<file path="config.mk">
export PLATFORM = sky130hd
export DESIGN_NAME = uart_tx_fifo
export DESIGN_NICKNAME = d
export VERILOG_FILES = /design/src/rtl/uart_tx_fifo.sv
export SDC_FILE = /design/constraint.sdc
export NUM_CORES = 1
export LEC_CHECK = 0
export BUFFER_PORTS_ARGS = -buffer_cell sky130_fd_sc_hd__buf_2
export CAP_MARGIN = 40
export CORE_UTILIZATION = 58
export CTS_BUF_LIST = sky130_fd_sc_hd__clkbuf_4 sky130_fd_sc_hd__clkbuf_8
export DETAILED_ROUTE_END_ITERATION = 8
export HOLD_SLACK_MARGIN = 0.02
export PLACE_DENSITY = 0.78
export SYNTH_ARGS = -nofsm -noshare
export SYNTH_HDL_FRONTEND = slang
export SYNTH_SLANG_ARGS = --single-unit
export TNS_END_PERCENT = 20
</file>
<file path="constraint.sdc">
create_clock -name i_clk -period 3.23 [get_ports i_clk]
set_input_delay 0.1615 -clock i_clk [delete_from_list [all_inputs] [get_ports i_clk]]
set_output_delay 0.1615 -clock i_clk [all_outputs]
set_load 0.01 [all_outputs]
</file>
<file path="src/rtl/uart_tx_fifo.sv">
// UART transmitter fed by a power-of-two FIFO. Frame: start, LSB-first data,
// optional parity, 1 or 2 stop bits. All outputs are registered.
module uart_tx_fifo #(
  parameter int unsigned CLKS_PER_BIT = 868,
  parameter int unsigned DATA_BITS    = 8,
  parameter int unsigned PARITY       = 1,
  parameter int unsigned STOP_BITS    = 1,
  parameter int unsigned FIFO_DEPTH   = 16
) (
  input  logic                          i_clk,
  input  logic                          i_rst,
  input  logic                          i_valid,
  input  logic [DATA_BITS-1:0]          i_data,
  output logic                          o_ready,
  output logic                          o_tx,
  output logic                          o_busy,
  output logic [$clog2(FIFO_DEPTH):0]   o_count
);

  localparam int unsigned AddrW     = $clog2(FIFO_DEPTH);
  localparam int unsigned CntW      = $clog2(CLKS_PER_BIT);
  // PARITY == 3 falls through to "no parity".
  localparam bit          HasParity = (PARITY == 1) || (PARITY == 2);
  localparam bit          OddParity = (PARITY == 2);

  typedef enum logic [2:0] {
    StIdle,
    StStart,
    StData,
    StParity,
    StStop
  } state_e;

  logic [DATA_BITS-1:0] mem_q [FIFO_DEPTH];
  logic [AddrW-1:0]     wr_ptr_q, rd_ptr_q;
  logic [AddrW:0]       count_q;
  logic                 push, pop;

  state_e               state_q, state_d;
  logic [CntW-1:0]      clk_cnt_q, clk_cnt_d;
  logic [3:0]           bit_idx_q, bit_idx_d;
  logic [DATA_BITS-1:0] shift_q, shift_d;
  logic                 par_q, par_d;
  logic                 tx_q, tx_d;
  logic                 busy_q, busy_d;
  logic                 bit_end;
  logic                 start_frame;

  // A full FIFO refuses writes even when a pop happens on the same edge.
  assign o_ready = (count_q != (AddrW + 1)'(FIFO_DEPTH));
  assign push    = i_valid && o_ready;
  assign o_count = count_q;
  assign o_tx    = tx_q;
  assign o_busy  = busy_q;

  always_ff @(posedge i_clk) begin
    if (push) begin
      mem_q[wr_ptr_q] <= i_data;
    end
  end

  always_ff @(posedge i_clk or posedge i_rst) begin
    if (i_rst) begin
      wr_ptr_q <= '0;
      rd_ptr_q <= '0;
      count_q  <= '0;
    end else begin
      if (push) wr_ptr_q <= wr_ptr_q + 1'b1;
      if (pop)  rd_ptr_q <= rd_ptr_q + 1'b1;
      if (push && !pop) begin
        count_q <= count_q + 1'b1;
      end else if (pop && !push) begin
        count_q <= count_q - 1'b1;
      end
    end
  end

  always_ff @(posedge i_clk or posedge i_rst) begin
    if (i_rst) begin
      state_q   <= StIdle;
      clk_cnt_q <= '0;
      bit_idx_q <= '0;
      shift_q   <= '0;
      par_q     <= 1'b0;
      tx_q      <= 1'b1;
      busy_q    <= 1'b0;
    end else begin
      state_q   <= state_d;
      clk_cnt_q <= clk_cnt_d;
      bit_idx_q <= bit_idx_d;
      shift_q   <= shift_d;
      par_q     <= par_d;
      tx_q      <= tx_d;
      busy_q    <= busy_d;
    end
  end

  always_comb begin
    state_d     = state_q;
    clk_cnt_d   = clk_cnt_q;
    bit_idx_d   = bit_idx_q;
    shift_d     = shift_q;
    par_d       = par_q;
    tx_d        = tx_q;
    busy_d      = busy_q;
    pop         = 1'b0;
    start_frame = 1'b0;
    bit_end     = (clk_cnt_q == CntW'(CLKS_PER_BIT - 1));

    if (state_q != StIdle) begin
      clk_cnt_d = bit_end ? '0 : clk_cnt_q + 1'b1;
    end

    unique case (state_q)
      StIdle: begin
        if (count_q != '0) start_frame = 1'b1;
      end
      StStart: begin
        if (bit_end) begin
          state_d   = StData;
          tx_d      = shift_q[0];
          shift_d   = shift_q >> 1;
          bit_idx_d = '0;
        end
      end
      StData: begin
        if (bit_end) begin
          if (bit_idx_q == 4'(DATA_BITS - 1)) begin
            if (HasParity) begin
              state_d = StParity;
              tx_d    = par_q;
            end else begin
              state_d   = StStop;
              tx_d      = 1'b1;
              bit_idx_d = '0;
            end
          end else begin
            tx_d      = shift_q[0];
            shift_d   = shift_q >> 1;
            bit_idx_d = bit_idx_q + 4'd1;
          end
        end
      end
      StParity: begin
        if (bit_end) begin
          state_d   = StStop;
          tx_d      = 1'b1;
          bit_idx_d = '0;
        end
      end
      StStop: begin
        if (bit_end) begin
          if (bit_idx_q == 4'(STOP_BITS - 1)) begin
            // Back-to-back frames: chain straight into the next start bit.
            if (count_q != '0) begin
              start_frame = 1'b1;
            end else begin
              state_d = StIdle;
              tx_d    = 1'b1;
              busy_d  = 1'b0;
            end
          end else begin
            bit_idx_d = bit_idx_q + 4'd1;
          end
        end
      end
      default: state_d = StIdle;
    endcase

    if (start_frame) begin
      pop       = 1'b1;
      state_d   = StStart;
      tx_d      = 1'b0;
      busy_d    = 1'b1;
      clk_cnt_d = '0;
      shift_d   = mem_q[rd_ptr_q];
      par_d     = (^mem_q[rd_ptr_q]) ^ OddParity;
    end
  end

endmodule

</file>
# After elaboration in Yosys (flattened, before gate mapping)
# Memories as Yosys holds them, arrays and structs flattened.
# Cells that the tools add are included.
# totals
reg_bits	41
out_inout_bits	8
mem_count	1
input_bits	11
ramBits	128
word_cells	109
# op_classes
n_addsub	6
n_eq_ne	22
reduce_logical	24
muxes	46
# memory_table
name	depth	word_bits	rd	rd_ports_with_merged_regs	write_ports	line_no	text
mem_q	16	8	1	0	1	34	logic [DATA_BITS-1:0] mem_q [FIFO_DEPTH];
# ops
cell	count
8-bit 2-to-1 mux	4
10-bit 2-to-1 mux	3
3-bit 2-to-1 mux	8
3-bit inequality test, second input constant	8
4-bit 2-to-1 mux	5
1-bit 2-to-1 mux	19
8-bit case mux with 2 select lines	1
3-bit case mux with 5 select lines	1
4-bit by 1-bit adder with 4-bit output, second input constant	3
2-bit inequality test, second input constant	6
4-bit case mux with 3 select lines	1
10-bit by 1-bit adder with 10-bit output, second input constant	1
10-bit == test, second input constant	1
5-bit 2-to-1 mux	2
2-bit nonzero test	5
5-bit nonzero test	2
3-bit nonzero test	3
4-bit AND reduction	2
8-bit AND reduction	1
8-bit parity	1
7-bit AND reduction	1
3-bit by 2-bit == test with 1-bit output, second input constant	2
6-bit AND reduction	1
5-bit by 1-bit adder with 5-bit output, second input constant	1
13 further kinds	16

# Logic depth before layout (Yosys ltp)
# logic_depth
word_depth	9
mapped_depth	15
depth_no_buf	14

# Worst setup path after synthesis
# No wires, ideal clock.
# synth_path
kind	register to register
from	register clk_cnt_q[0]
to	register count_q[4], in the netlist o_count[4]
path_buffers	1
synth_period_minus_slack_ns	3.081
setup_time_ns	0.128
t_arrival_ns	2.954
t_required_ns	3.102
path_slack_ns	0.149
stages_incl_launch_ff	16
cell_sequence	dfrtp_1 -> ha_1 -> nand4bb_1 -> nor4_1 -> nand2_1 -> a21oi_1 -> clkbuf_1 -> inv_1 -> ha_1 -> inv_1 -> ha_1 -> a21o_1 -> a21oi_1 -> xnor2_1 -> nor2_1 -> xor2_1
# synth_via
elab_chain_cells	7
word_cells_on_any_way	9
cone_classes	1 x eq/ne; 4 x mux; 4 x reduce/logical
# synth_lines
element	line_no	text
start: declaration	40	logic [CntW-1:0] clk_cnt_q, clk_cnt_d;
start signal: assignment	89	clk_cnt_q <= clk_cnt_d;
10-bit == test (*)	108	bit_end = (clk_cnt_q == CntW'(CLKS_PER_BIT - 1));
1-bit 2-to-1 mux (*)	152	if (bit_end) begin
1-bit case mux with 2 select lines (*)	114	unique case (state_q)
1-bit 2-to-1 mux (*)	170	if (start_frame) begin
1-bit zero test	70	if (push && !pop) begin
1-bit logical AND	70	
5-bit 2-to-1 mux or 2-bit nonzero test (tied branches)	--	
end signal: assignment	71	count_q <= count_q + 1'b1;
end signal: assignment	73	count_q <= count_q - 1'b1;
end: declaration	36	logic [AddrW:0] count_q;
# Every way passes the cells marked *; elsewhere a longest branch is shown, timed or not.
# A chain may end at the register's enable or synchronous reset.

# Worst setup path after layout
# Same ends and word-level chain as after synthesis.

==> impl_metrics.yaml <==
status:
  status: "finished clean"
timing:
  maxSlewViolCount: 0
  fin_skew_ns: 0.0105
  hold_viol: 0
  tns_ns: 0
  slew_headroom: 0.404
  fmax_mhz: 335
  finalCritPeriodShare: 0.925
  worstMarginPinSlew_ns: 0.895
  finalWorstSetupSlack_ns: 0.242
  grt_setup_unrepaired: "false"
  period_minus_slack_ns: 2.99
  setup_viol: 0
  hold_slack_ns: 0.0842
cells_and_area:
  final_area_mm2: 0.00800
  syn_to_final_growth_pct: 10.5
  diodes: 0
  finish.net_count: 511
  nFillCells: 845
  multiInputGateArea_mm2: 0.00221
  drive_above_1_share: 0.180
  regArea_mm2: 0.00487
global_routing:
  first_global_vias: 4041
  grt-ovfl-total: 0
  grt_pass1_wl_um: 20900
  antenna_found_initial: 0
  grt_max_degree: 22
  track_usage: 0.223
worst_setup_path:
  crit_buf_inv: 2
  cpMaxStageDelayCell: "dfrtp_1"
  reg2reg_slack_ns: 0.24
  crit_chain: "ha_1 -> nand4bb_1 -> nor4_2 -> nand2_1 -> a21oi_1 -> inv_1 -> ha_1 -> inv_1 -> ha_1 -> a21o_1 -> a21oi_1 -> xnor2_1 -> nor2_1 -> xor2_1"
  arrival_ns: 3.33
  timing.rr.end: "o_count[4]$_DFFE_PP0P_"
  critical_path.top_delay_family: "adder cells"
  cpMostUsedCell: "ha_1"
  critPathRequiredTime_ns: 3.57
  path_max_fanout: 6
  regToRegStartpoint: "clk_cnt_q[0]$_DFFE_PP0P_"
  reg2reg_depth: 14
  setup.worst_path.class: "reg2reg"
  start_kind: "flop"
  cpPeakStageDelay_ns: 0.39
  crit_path_end_kind: "flop"
  crit_start: "clk_cnt_q[0]$_DFFE_PP0P_"
floorplanning:
  start_util: 0.598
  die-area_mm2: 0.0129
  die_w_um: 114
  die_y_um: 114
  coreArea_mm2: 0.0121
  io_pins: 19
  rows: 40
placement:
  place_congestion: 0.821
  io_buffer_count: 18
  placed_area_mm2: 0.00758
  dp_hpwl_um: 8690
  place_ws_ns: 0.182
routing:
  routed_wl_um: 12900
  drc: 0
  ant_nets: 0
  vias: 3874
  avgViaCountPerCell: 5.80
  wl_per_cell_um: 19.2
  drt-pass1-iter-count: 5
  drt_iter0_markers: 314
clock_network:
  cts_htree_levels: 4
  clkTransAtPathRegs_ns: 0.08
  insertion_delay_ns: 0.45
  clock_sinks: 169
  cts_tree: "done"
  clockBufferDepth: 2
  cts_buffers: 17
  cts_root_buf: "clkbuf_8"
synth:
  yosysWarnings: 0
  synthTopCellsByArea: "edfxtp_1, dfrtp_1, mux4_1, mux4_2, nand2_1"
  synthArstFlopShare: 0.243
  synth_nets: 474
  syn_avg_cell_area_um2: 16.1
  ys_seq_elements: 169
  synth-main-ff-cell: "edfxtp_1"
  yosysTopAreaCell: "edfxtp_1"
  synth_most_common_cell: "edfxtp_1"
  synthTopCellsByCount: "edfxtp_1, nand2_1, dfrtp_1, nor2_1, mux4_1"
  syn_inst: 450
  synth_top_area_frac: 0.531
  syn_area_mm2: 0.00724
  ys_seq_area_frac: 0.673
  ys_types: 45
  synth_edf_count: 128
power_and_ir_drop:
  power_uw: 4790
  p_leak_uw: 0.00293
  power-per-cell-area_mw_per_mm2: 599
  ir_drop_mv: 0.466
worst_hold_path:
  hold_class: "in2reg"
  holdPathEnd: "mem_q[4][1]$_DFFE_PP_"
  hold_path_depth: 1
  min-delay-start: "i_data[1]"
flow_run:
  maxCapViolCount: 0
## flip-flops by register name (all words and copies together) (netlist names)
signal and cells:
bit_idx_q 4, clk_cnt_q 10, mem_q 128, o_busy 1, o_count 5, o_tx 1, par_q 1, rd_ptr_q 4
shift_q 8, state_q 3, wr_ptr_q 4
## where the power goes
group | switching, uW | internal, uW
Clock | 715 | 756
Sequential | 118 | 2560
Combinational | 377 | 257
## layout by cell type, fill, tap and decap left out, types with 5 or more instances in the layout
cell type / netlist / final
a21oi_1: 11 / 11
a22oi_1: 9 / 9
buf_2: 3 / 18
buf_4: 0 / 18
clkbuf_8: 0 / 19
clkinv_2: 0 / 5
dfrtp_1: 40 / 39
edfxtp_1: 128 / 128
ha_1: 12 / 12
inv_1: 12 / 12
mux2i_1: 10 / 10
mux4_1: 19 / 19
mux4_2: 15 / 15
nand2_1: 41 / 41
nand3_1: 7 / 7
nor2_1: 33 / 33
nor3_1: 5 / 5
o21ai_0: 17 / 17
xnor2_1: 15 / 15
xor2_1: 11 / 11
## worst reg2reg max path, delay by kind of cell, from the launching register on
family | cells | cell delay, ns
adders and majority gates | 3 | 0.73
buffers and inverters | 2 | 0.27
and+or+nand+nor | 4 | 0.62
xor gates and xnor gates | 2 | 0.28
DFF | 1 | 0.39
AOI/OAI and AO/OA | 3 | 0.58
## per-stage QoR
stage,std cells,utilization
6_report,668,0.660
5_1_grt,668,0.660
3_3_place_gp,634,0.624
3_5_place_dp,635,0.626
4_1_cts,668,0.659
2_1_floorplan,450,-
## timing repair
action                                  in CTS  in global routing
setup buffers                                0                  0
endpoints found under the setup margin       0                  1
hold buffers                                 1                  0
hold endpoints to repair                    23                  0
resized for setup                            0                  2
## kinds of logic after synthesis
logic type	share of synthesized area
AO/OA/AOI/OAI	0.0391
flip-flops	0.673
adder cells (fa/ha/maj)	0.0235
buffers and inverters	0.0226
AND/OR/NAND/NOR	0.0755
XOR/XNOR	0.0368
multiplexers	0.129
## how the worst max path moves through the flow
stage                        endpoint  slack, ns  cells after the start
2_1_floorplan  o_count[4]$_DFFE_PP0P_       0.15                     15
3_3_place_gp   o_count[4]$_DFFE_PP0P_       0.28                     14
3_5_place_dp   o_count[4]$_DFFE_PP0P_       0.18                     14
4_1_cts        o_count[4]$_DFFE_PP0P_       0.16                     14
5_1_grt        o_count[4]$_DFFE_PP0P_       0.02                     14
6_report       o_count[4]$_DFFE_PP0P_       0.24                     14
## cell type report
cell class,count,area share
Multi-Input combinational cell,249,0.277
Sequential cell,169,0.609
Inverter,12,0.00563
Tap cell,168,0.0263
Clock inverter,9,0.0124
Timing Repair Buffer,38,0.0329
Clock buffer,23,0.0365
## layer usage
metal	vias to the layer above	part of all wire	global-route usage
li1	1794	-	-
met1	1976	0.42	0.284
met2	82	0.51	0.368
met3	22	0.042	0.0574
met4	0	0.021	0.0930
met5	-	0	0
(Power assumes the default switching activity.)
